### src/rtl/mult_seq_pkg.sv
// Shared definitions for the multiplier sequencer.
// Holds the FSM state encoding and the default operand width.
package mult_seq_pkg;

    localparam int DEFAULT_WIDTH = 8;

    typedef enum logic [2:0] {
        LOAD_A = 3'd0,
        LOAD_B = 3'd1,
        WAIT   = 3'd2,
        OUT_LO = 3'd3,
        OUT_HI = 3'd4
    } state_t;

endpackage

### src/rtl/mult_seq_lat_cnt.sv
// Loadable down-counter that times the multiplier latency window.
// Latency: done is combinational from the count; load takes effect on the next edge.
// Backpressure: none, the counter free-runs down to zero and holds there.
module mult_seq_lat_cnt #(
    parameter int MUL_LAT = 2
) (
    input  logic clk,
    input  logic rst,
    input  logic load,
    output logic done
);

    localparam int CW = $clog2(MUL_LAT + 1);

    logic [CW-1:0] cnt;

    always_ff @(posedge clk) begin
        if (rst) begin
            cnt <= '0;
        end else if (load) begin
            cnt <= CW'(MUL_LAT - 1);
        end else if (cnt != '0) begin
            cnt <= cnt - CW'(1);
        end
    end

    assign done = (cnt == '0);

endmodule

### src/rtl/mult_seq_ctrl.sv
// Sequencer for the shared multiplier: takes A then B bytes, waits MUL_LAT cycles, returns the product low byte first.
// Latency: 4 + MUL_LAT cycles per product back to back. Optional accumulate mode under MULT_SEQ_MAC_EN.
// Backpressure: in_ready only in LOAD_A/LOAD_B; result bytes held stable while out_ready is low.
module mult_seq_ctrl
    import mult_seq_pkg::*;
#(
    parameter int WIDTH   = DEFAULT_WIDTH,
    parameter int MUL_LAT = 2
) (
    input  logic               clk,
    input  logic               rst,
    input  logic               in_valid,
    output logic               in_ready,
    input  logic [WIDTH-1:0]   in_data,
    input  logic               acc_clr,
    output logic [WIDTH-1:0]   mul_a,
    output logic [WIDTH-1:0]   mul_b,
    input  logic [2*WIDTH-1:0] mul_p,
    output logic               out_valid,
    input  logic               out_ready,
    output logic [WIDTH-1:0]   out_data,
    output logic               out_hi,
    output logic               busy
);

    state_t             state, state_nxt;
    logic [2*WIDTH-1:0] result;
    logic [2*WIDTH-1:0] result_nxt;
    logic               a_acc, b_acc, cap, lat_done;

    assign a_acc = (state == LOAD_A) && in_valid;
    assign b_acc = (state == LOAD_B) && in_valid;
    assign cap   = (state == WAIT) && lat_done;

    mult_seq_lat_cnt #(
        .MUL_LAT (MUL_LAT)
    ) u_lat_cnt (
        .clk  (clk),
        .rst  (rst),
        .load (b_acc),
        .done (lat_done)
    );

`ifdef MULT_SEQ_MAC_EN
    logic acc_clr_q;

    always_ff @(posedge clk) begin
        if (rst) begin
            acc_clr_q <= 1'b0;
        end else if (a_acc) begin
            acc_clr_q <= acc_clr;
        end
    end

    // Accumulation wraps silently at 2*WIDTH bits.
    assign result_nxt = acc_clr_q ? mul_p : result + mul_p;
`else
    logic unused_acc_clr;
    assign unused_acc_clr = acc_clr;
    assign result_nxt     = mul_p;
`endif

    always_ff @(posedge clk) begin
        if (rst) begin
            state  <= LOAD_A;
            mul_a  <= '0;
            mul_b  <= '0;
            result <= '0;
        end else begin
            state <= state_nxt;
            if (a_acc) mul_a <= in_data;
            if (b_acc) mul_b <= in_data;
            if (cap)   result <= result_nxt;
        end
    end

    always_comb begin
        state_nxt = state;
        in_ready  = 1'b0;
        out_valid = 1'b0;
        out_hi    = 1'b0;
        out_data  = '0;
        busy      = 1'b1;
        case (state)
            LOAD_A: begin
                in_ready = 1'b1;
                busy     = 1'b0;
                if (in_valid) state_nxt = LOAD_B;
            end
            LOAD_B: begin
                in_ready = 1'b1;
                if (in_valid) state_nxt = WAIT;
            end
            WAIT: begin
                if (lat_done) state_nxt = OUT_LO;
            end
            OUT_LO: begin
                out_valid = 1'b1;
                out_data  = result[WIDTH-1:0];
                if (out_ready) state_nxt = OUT_HI;
            end
            OUT_HI: begin
                out_valid = 1'b1;
                out_hi    = 1'b1;
                out_data  = result[2*WIDTH-1:WIDTH];
                if (out_ready) state_nxt = LOAD_A;
            end
            default: state_nxt = LOAD_A;
        endcase
    end

endmodule

### config.mk
export PLATFORM = sky130hd
export DESIGN_NAME = mult_seq_ctrl
export DESIGN_NICKNAME = d
export VERILOG_FILES = /design/src/rtl/mult_seq_pkg.sv /design/src/rtl/mult_seq_lat_cnt.sv /design/src/rtl/mult_seq_ctrl.sv
export SDC_FILE = /design/constraint.sdc
export NUM_CORES = 1
export LEC_CHECK = 0
export BUFFER_PORTS_ARGS = -buffer_cell sky130_fd_sc_hd__buf_2
export CAP_MARGIN = 10
export CORE_ASPECT_RATIO = 1.25
export CORE_MARGIN = 8
export CORE_UTILIZATION = 45
export CTS_BUF_LIST = sky130_fd_sc_hd__clkbuf_8
export DETAILED_ROUTE_END_ITERATION = 12
export PLACE_DENSITY = 0.79
export SYNTH_ARGS = -nofsm -noshare
export SYNTH_HDL_FRONTEND = slang
export SYNTH_SLANG_ARGS = --single-unit
### constraint.sdc
create_clock -name clk -period 1.35 [get_ports clk]
set_input_delay 0.135 -clock clk [delete_from_list [all_inputs] [get_ports clk]]
set_output_delay 0.135 -clock clk [all_outputs]
set_load 0.01 [all_outputs]
== Yosys cells after proc, flatten, opt, wreduce, memory -nomap -nowiden ==
Cells that the tools add are included.
Cells by class
  $add $sub $neg: 1
  divide/modulo/power cells: 0
  mux-type cells: 13
  magnitude comparators: 0
  equality and inequality tests: 9
  $mul: 0
  reduce and logical (&&, ||, !) cells: 11
  bitwise gates (word level): 0
  shift-type cells: 0
Operator list (count)
  case mux 8 bit (2 select lines): 1
  two-way mux 3 bit: 5
  case mux 3 bit (5 select lines): 1
  != test 2 bit (second input constant): 5
  == test 3 x 2 -> 1 bit (second input constant): 2
  two-way mux 1 bit: 6
  OR reduction 2 bit: 3
  AND reduction 5 bit: 1
  nonzero test 2 bit: 2
  == test 3 x 1 -> 1 bit (second input constant): 1
  == test 3 bit (second input constant): 1
  logical AND 1 bit: 3
  zero test 3 bit: 1
  zero test 2 bit: 1
  subtractor 2 x 1 -> 2 bit (second input constant): 1
Storage, ports and cells
  bits in writable memories: 0
  register bits after elaboration: 37
  ROM bits: 0
  memories: 0
  output and inout bits: 28
  logic and storage cells: 40
  latch bits: 0

== Longest topological paths before layout ==
Gate-level depths: netlist of run 1.
  depth after elaboration: 3
  mapped depth: 7
  depth with buffers taken out: 5

== By module ==
From an unflattened synthesis of run 1, not the netlist that was laid out.
Second synthesis, totals
  cell total of the unflattened synthesis: 176
  area, all modules: 1566.5 um^2
Modules (own cells, without submodules)
  mult_seq_ctrl: seq. area each 700.7 um^2, instances 1, cells each 165, area an instance 1455.1 um^2
  mult_seq_lat_cnt: seq. area each 40.0 um^2, instances 1, cells each 11, area an instance 111.4 um^2

== Worst setup path before layout of run 1 ==
OpenSTA, ideal clock, no wires.
  kind: flip-flop to flip-flop
  from: register u_lat_cnt.cnt[0]
  to: register result[10]
  cell stages (with the launch flop): 8
  slack: -0.023 ns
  clock period less this slack: 1.373 ns
  arrival time: 1.240 ns
  path buffers: 2
  path through: dfxtp_1 inv_1 ha_1 and4bb_2 clkbuf_2 buf_4 nand2_1 a21oi_1
Between the ends
  longest elaborated chain between the ends: 2
Ends and longest elaborated chain
  start: declaration: line mult_seq_lat_cnt.sv:15  | logic [CW-1:0] cnt;
  start signal: assignment: line mult_seq_lat_cnt.sv:21  | cnt <= CW'(MUL_LAT - 1);
  start signal: assignment: line mult_seq_lat_cnt.sv:23  | cnt <= cnt - CW'(1);
  zero test 2 bit: line mult_seq_lat_cnt.sv:27  | assign done = (cnt == '0);
  logical AND 1 bit: line mult_seq_ctrl.sv:33  | assign cap = (state == WAIT) && lat_done;
  end signal: assignment: line mult_seq_ctrl.sv:73  | if (cap) result <= result_nxt;
  end: declaration: line mult_seq_ctrl.sv:27  | logic [2*WIDTH-1:0] result;
No other way between the ends.
A chain may end at the register's enable or synchronous reset.

== Final worst setup path of run 1 ==
  from: register state[1]
  to: output port out_data[2]
Between the ends
  longest elaborated chain between the ends: 2
Ends and longest elaborated chain
  start: declaration: line mult_seq_ctrl.sv:26  | state_t state, state_nxt;
  start signal: assignment: line mult_seq_ctrl.sv:70  | state <= state_nxt;
  == test 3 bit or == test 3 x 2 -> 1 bit (tied branches): line mult_seq_ctrl.sv:84  | case (state)
  case mux 8 bit (2 select lines) *: line mult_seq_ctrl.sv:84
  end: declaration: line mult_seq_ctrl.sv:21  | output logic [WIDTH-1:0] out_data,
Every way passes the cells marked *; elsewhere a longest branch is shown, timed or not.

==> run metrics, run 1 <==
synth unique cells=29; P_int=2.11 mW; Peak VDD IR=0.944 mV; # fillers=between 200 and 300; Worst Path Max Fanout=11; r2r startpoint=state[1]; Fin. Hold Viols=0; CTS tree=yes; Critical Path Sink Type=output port; Syn Inst Count=approximately 190; H-tree depth=2; Worst setup SP type=flip-flop; HP Start=mul_p[15]; clock skew=between 0.008 and 0.009 ns; Clock Pin Slew Worst Setup and Hold Paths=0.08 ns; Comb power frac=a little under a quarter; Largest delay share family, worst path=flip-flops; initial core utilization=between 40% and 50%; multi-input logic area=~800 um^2; Post-CTS Hold Buffers=0; die area=5520 um^2; flops & latches, synth=37; routed wire length=~4.3 mm; Power Density=approximately 1300 nW/um^2; Tmin final=~1.5 ns; final net count=280; multiplexer area fraction after synthesis=less than 1%; Sw Ratio=around 27%; clk_lat worst skew=between 0.2 and 0.3 ns; overall die height=between 80 and 90 um; core area=between 3000 and 4000 um^2; worst slew pin tran=~0.76 ns; largest family of logic cells by synthesized area=simple AND/OR/NAND/NOR gates; Sw Pwr=around 780 uW; Final Power=about 2.9 mW; Tcrit/Tclk final=109%; first-pass GRT wire length=6.54 mm; n_diodes=0; CP cell instances=nor3b_4, buf_12, a22o_1, buf_6; DR iter-0 viols=roughly 100; largest net degree at the start of global routing=38; Num CTS Buffers=5; register share of total power=around 43%; register area share after synthesis=48.6%; Post-Syn Area per Cell=approximately 8.2 um^2; area grow syn2layout=46.5%; Yosys top cell by area=dfxtp_1; initial antenna violation count=0; clock power share=about a third; gpl congestion=0.703; FMAX=about 680 MHz; Hold Path Class=in2reg; Max Slew Vio Count=0; compound-cell area share of the yosys netlist=approximately 18%; Pleak=between 0.9 and 1 nW; CP arrival=approximately 1.3 ns; FF/Latch Area=about 750 um^2; critical path buffer and inverter count=2; post-layout util=between 60 and 70%; most frequent cells in the layout=nand2_1, buf_2, dfxtp_1; synth top area cells=dfxtp_1, nand2_1, a21oi_1; Detailed Routing Iterations Pass 1=4; post-route setup TNS=-2.94 ns; Post-Synth Adder-Cell Area=0.820%; share of the synthesized area in the top cell type=about half; CP startpoint=state[1]; clock sinks=37; Slew headroom=about half; Max-Cap Viols=0; xor and xnor area share after synthesis=less than 1%; violated checks=negative setup slack; DP HPWL=approximately 2.7 mm; run status=finished with violations; vias per cell=5.29; post-route antenna net violation count=0; Final setup viols=42; Slowest cell on crit path=dfxtp_4; vias in the first global route=roughly 1,500; mapped cell area=1530 um^2; Hold WS=0.0766 ns; simple-gate share of the synthesized area=between 20% and 30%; DP Cell Count=~280; DRC viols=0; clk root buf=clkbuf_8; commonest non-fill, non-tap cell in the layout=nand2_1; critical path data required time=1.22 ns; IO Port Bufs=55; Overflow after GRT=0; clock buffer depth=2; Ports=57; Synth warnings=0; share of cells above drive strength 1=a little under half; critical path class=reg2out; RSZ-0062 raised after global routing=true; Cell Count, Final, Fillers Out=roughly 290; GR Util All Layers=15.1%; die width=68.1 um; DR WL/cell=between 10 and 15 um; row cnt=23; Vias=1,523; slowest cell delay on critical path=around 0.37 ns; worst setup margin=-0.123 ns; Syn Nets=between 200 and 250
synthesized netlist by cell type:
library cell  count
clkbuf_1          6
nand4bb_1         2
mux2i_1           1
a21o_1            1
buf_4             2
a22oi_1           1
inv_1             2
buf_2             5
ha_1              1
and4bb_2          1
nor4bb_1          1
nand2_1          65
a22o_1            8
and3b_1           1
xor2_1            1
nor2_1            3
nor3b_1           1
nor4b_4           1
dfxtp_1          37
or3_1             1
a2111oi_1         1
a211oi_1          1
or2_2             1
nor3_1            2
nor2b_1           1
or4b_4            1
clkbuf_2          1
buf_6             2
a21oi_1          34
area by class of cell:
| class | count | share of cell area, % |
|---|---|---|
| sequential | 37 | 33.7 |
| clock inverter | 2 | 1.51 |
| clock buffer | 6 | 3.70 |
| tap | 37 | 2.07 |
| multi-input combinational | 131 | 35.9 |
| inverter | 2 | 0.336 |
| timing repair buffer | 73 | 22.8 |
per-layer routing:
layer | share of wire, % | vias up | wire length [um] | track usage [%]
met5 | 0 | - | 0 | 0
met4 | 1.9 | 0 | 80 | 7.19
met3 | 8.9 | 10 | 385 | 5.78
met2 | 51 | 59 | 2180 | 25.5
met1 | 39 | 703 | 1660 | 16.0
li1 | - | 751 | - | -
per-stage QoR:
stage               area [um^2]  setup WS [ns]
finish                     2230         -0.123
global route               2230         -0.169
CTS                        2090         -0.128
detailed placement         1900        -0.0286
global placement           1900       -0.00922
floorplan                  1530         0.0236
cells by family (layout without fill, tap and decap cells):
family	after synthesis	count (layout)
flip-flops	37	37
multiplexers	1	1
adder cells (fa/ha/maj)	1	1
AND/OR/NAND/NOR	81	82
AO/OA/AOI/OAI	46	46
XOR/XNOR	1	1
buffers and inverters	18	83
final timing paths:
check	cells after the start	slack (ns)	end
max	4	-0.12	out_data[2]
min	3	0.08	result[15]
max reg2reg	6	-0.09	mul_b[7]
min reg2reg	2	0.45	mul_b[3]
what timing repair did:
action                                  in CTS  in global routing
endpoints found under the setup margin      19                 45
setup buffers                                4                  2
resized for setup                           17                 29
gates cloned                                 1                  1
pin swaps                                   18                 13
sequential cells by signal, indices dropped and copies added (netlist names):
signal         flops
mul_a              8
result            16
state              3
mul_b              8
u_lat_cnt.cnt      2
worst min-delay path: stages:
cell,delay (ns)
buf_2,0.10
nand2_1,0.05
a21oi_1,0.05
power groups by stage:
stage	Clock, mW	Sequential (mW)	Combinational [mW]
floorplan	0	1.27	0.344
global placement	0	1.26	0.555
detailed placement	0	1.27	0.571
CTS	1.00	1.24	0.590
global route	1.04	1.26	0.733
finish	0.977	1.25	0.656
Note: power is estimated with default switching activity, not from simulation.
==> run 2, diff against run 1 <==
--- a/config.mk
+++ b/config.mk
@@ -5,6 +5,7 @@
 export SDC_FILE = /design/constraint.sdc
 export NUM_CORES = 1
 export LEC_CHECK = 0
+export ABC_AREA = 1
 export BUFFER_PORTS_ARGS = -buffer_cell sky130_fd_sc_hd__buf_2
 export CAP_MARGIN = 10
 export CORE_ASPECT_RATIO = 1.25
==> run metrics, run 2 <==
run status=finished with violations (unchanged); violated checks=negative setup slack (unchanged); Hold WS=0.0876 ns (was 0.0766 ns); vias in the first global route=1,380 (was 1,475); critical path data required time=1.22 ns (about the same); post-route setup TNS=-0.0770 ns (was -2.94 ns); clock sinks=37 (unchanged); clock skew=0.00935 ns (was 0.00850 ns); Largest delay share family, worst path=flip-flops (unchanged); Tcrit/Tclk final=102% (was 109%); HP Start=in_data[7] (was mul_p[15]); CTS tree=yes (unchanged); clk_lat worst skew=0.30 ns (was 0.29 ns); Synth top cells by count=dfxtp_1, a21oi_1, inv_1, nand2_1, o21ai_0 (was nand2_1, dfxtp_1, a21oi_1, a22o_1, clkbuf_1); Reg-to-Reg End=mul_b[6] (was mul_b[7]); CP Depth=5 (was 4); Post-Syn Area per Cell=7.87 um^2 (was 8.24 um^2); n_diodes=0 (unchanged); H-tree depth=2 (unchanged); flops & latches, synth=37 (unchanged); Biggest register=result (unchanged); Worst Path Max Fanout=5 (was 11); reg-to-reg setup timing slack=0.09 ns (was -0.09 ns); core area=3390 um^2 (was 3220 um^2); DP HPWL=2.74 mm (was 2.68 mm); DR WL/cell=13.0 um (was 14.9 um); worst slew pin tran=0.214 ns (was 0.764 ns); vias per cell=4.92 (was 5.29); DR iter-0 viols=112 (was 101); mapped cell area=1540 um^2 (was 1530 um^2); RSZ-0062 raised after global routing=true (unchanged); clock buffer depth=2 (unchanged); GR Util All Layers=14.6% (was 15.1%); Syn Inst Count=196 (was 185); critical path class=reg2out (unchanged); Sw Pwr=970 uW (was 776 uW); Cell Count, Final, Fillers Out=303 (was 288); die area=5570 um^2 (was 5520 um^2); Fin. Hold Viols=0 (unchanged); biggest regs=result: 16 flops, mul_a: 8 flops, mul_b: 8 flops (unchanged); IO Port Bufs=55 (unchanged); Comb power frac=28.5% (was 22.8%); Detailed Routing Iterations Pass 1=5 (was 4); worst setup margin=-0.0298 ns (was -0.123 ns); Pleak=0.928 nW (was 0.969 nW); share of the synthesized area in the top cell type=48.0% (was 48.6%); most frequent cells in the layout=buf_2, dfxtp_1, inv_1, a21oi_1, nand2_1 (was nand2_1, buf_2, dfxtp_1); Critical Path Sink Type=output port (unchanged); r2r startpoint=state[1] (unchanged); commonest non-fill, non-tap cell in the layout=buf_2 (was nand2_1); Overflow after GRT=0 (unchanged); Synth warnings=0 (unchanged); Syn Nets=226 (was 215); Slew headroom=85.7% (was 49.0%); DP Cell Count=292 (was 275); # fillers=321 (was 274); overall die height=81.5 um (was 81.1 um); Tmin final=1.38 ns (was 1.47 ns); Clock Pin Slew Worst Setup and Hold Paths=0.08 ns (about the same); M1 wire length=1.58 mm (was 1.66 mm); Worst setup SP type=flip-flop (unchanged); critical path buffer and inverter count=3 (was 2); WL met2=1.91 mm (was 2.18 mm); first-pass GRT wire length=6.09 mm (was 6.54 mm); Setup crit end=out_data[4] (was out_data[2]); gpl congestion=0.745 (was 0.703); slowest cell delay on critical path=0.36 ns (was 0.37 ns); R2R depth=6 (unchanged); row cnt=24 (was 23); Largest register FFs=16 (unchanged); DRC viols=0 (unchanged); Final Power=2.94 mW (was 2.88 mW); die width=68.4 um (was 68.1 um); share of cells above drive strength 1=38.6% (was 45.8%); CP cell instances=buf_6, inv_6, nand3_4, o22ai_2, buf_2 (was nor3b_4, buf_12, a22o_1, buf_6); initial antenna violation count=0 (unchanged); CP arrival=1.24 ns (was 1.34 ns); register share of total power=45.3% (was 43.4%); FMAX=725 MHz (was 679 MHz); Final setup viols=7 (was 42); Post-synth top flop=dfxtp_1 (unchanged); Slowest cell on crit path=dfxtp_4 (unchanged); WL met3=402 um (was 385 um); post-layout util=62.2% (was 69.3%); routed wire length=3.95 mm (was 4.30 mm); final net count=293 (was 280); Peak VDD IR=0.908 mV (was 0.944 mV); top-count cell post-synth=dfxtp_1 (was nand2_1); number of synthesized flops with an enable pin=0 (unchanged); area grow syn2layout=36.8% (was 46.5%); largest net degree at the start of global routing=33 (was 38); Vias=1,492 (was 1,523); initial core utilization=45.5% (was 47.3%); DR top layer=met4 (unchanged); FFs w/ async S/R, synth=0% (unchanged); P_int=1.97 mW (was 2.11 mW); CP startpoint=state[1] (unchanged); synth top area cells=dfxtp_1, a21oi_1, inv_1 (was dfxtp_1, nand2_1, a21oi_1); Yosys top cell by area=dfxtp_1 (unchanged); clk root buf=clkbuf_8 (unchanged); Sw Ratio=33.0% (was 26.9%); clock power share=26.2% (was 33.9%); Num CTS Buffers=5 (unchanged); synth unique cells=25 (was 29); Hold Path Class=in2reg (unchanged); Ports=57 (unchanged); Max-Cap Viols=0 (unchanged); post-route antenna net violation count=0 (unchanged); register area share after synthesis=48.0% (was 48.6%); Power Density=1390 nW/um^2 (was 1290 nW/um^2); Max Slew Vio Count=0 (unchanged)
==> run 2: cell types whose count changed after synthesis, moves of 3 or more <==
cell	change
nand2_1	-39
inv_1	+32
o21ai_0	+23
a22o_1	-8
o22ai_1	+8
clkbuf_1	-4
inv_2	+4
buf_2	-3
nand3_1	+3
nand3_2	+3
o21ai_1	+3
==> run 2: final cells by class <==
class | count | area (um^2) | area share, %
flip-flops and latches | 37 | 752 | 35.6
multi-input cells | 114 | 674 | 32.0
repair buffers | 67 | 389 | 18.4
inverters | 38 | 155 | 7.35
clock buffers | 5 | 68.8 | 3.26
well taps | 39 | 48.8 | 2.31
clock inverters | 3 | 22.5 | 1.07
==> run 2: through the flow <==
step / setup slack [ns] / cell area, um^2
after global placement: 0.120 / 1910
final: -0.0298 / 2110
after floorplan: 0.187 / 1540
after global routing: -0.0907 / 2110
after detailed placement: 0.0896 / 1910
after CTS: -0.0221 / 2060
==> run 2: repair_timing <==
action                                  in CTS  in global routing
hold buffers                                 0                  0
endpoints found under the setup margin      10                 21
gates resized for setup                     13                 11
pin swaps                                    4                  4
cloned                                       1                  0
buffers inserted                             2                  0
==> run 2: tightest hold or removal path, cell delays in order <==
cell	delay (ns)
buf_2	0.10
nand2_1	0.05
a21oi_1	0.05
==> run 2: metal layers <==
| layer | GRT usage (%) | vias to the layer above |
|---|---|---|
| li1 | - | 772 |
| met1 | 15.0 | 666 |
| met2 | 23.2 | 47 |
| met3 | 6.82 | 7 |
| met4 | 9.65 | 0 |
| met5 | 0 | - |
==> run 2: power groups by stage <==
stage | Sequential (mW) | Combinational [mW] | Clock, mW
after floorplan | 1.38 | 0.477 | 0
after global placement | 1.35 | 0.734 | 0
after detailed placement | 1.35 | 0.753 | 0
after CTS | 1.33 | 0.808 | 0.799
after global routing | 1.35 | 0.940 | 0.841
final | 1.33 | 0.836 | 0.769
==> run 2: worst min path at each step <==
stage	end	slack [ns]	cells past startpoint
global route	mul_b[0]	0.09	3
CTS	mul_b[7]	0.08	3
global placement	mul_b[5]	0.40	3
floorplan	state[2]	0.20	1
finish	mul_b[7]	0.09	3
detailed placement	mul_b[1]	0.40	3
==> run 2: kinds of logic (layout without fill, tap and decap cells) <==
| logic type | Yosys count | in the layout | synth area share, % |
|---|---|---|---|
| AO/OA/AOI/OAI | 69 | 69 | 23.3 |
| XOR/XNOR | 1 | 1 | 0.568 |
| adder cells (fa/ha/maj) | 1 | 1 | 0.811 |
| buffers and inverters | 46 | 113 | 12.3 |
| flip-flops | 37 | 37 | 48.0 |
| AND/OR/NAND/NOR | 42 | 43 | 15.0 |
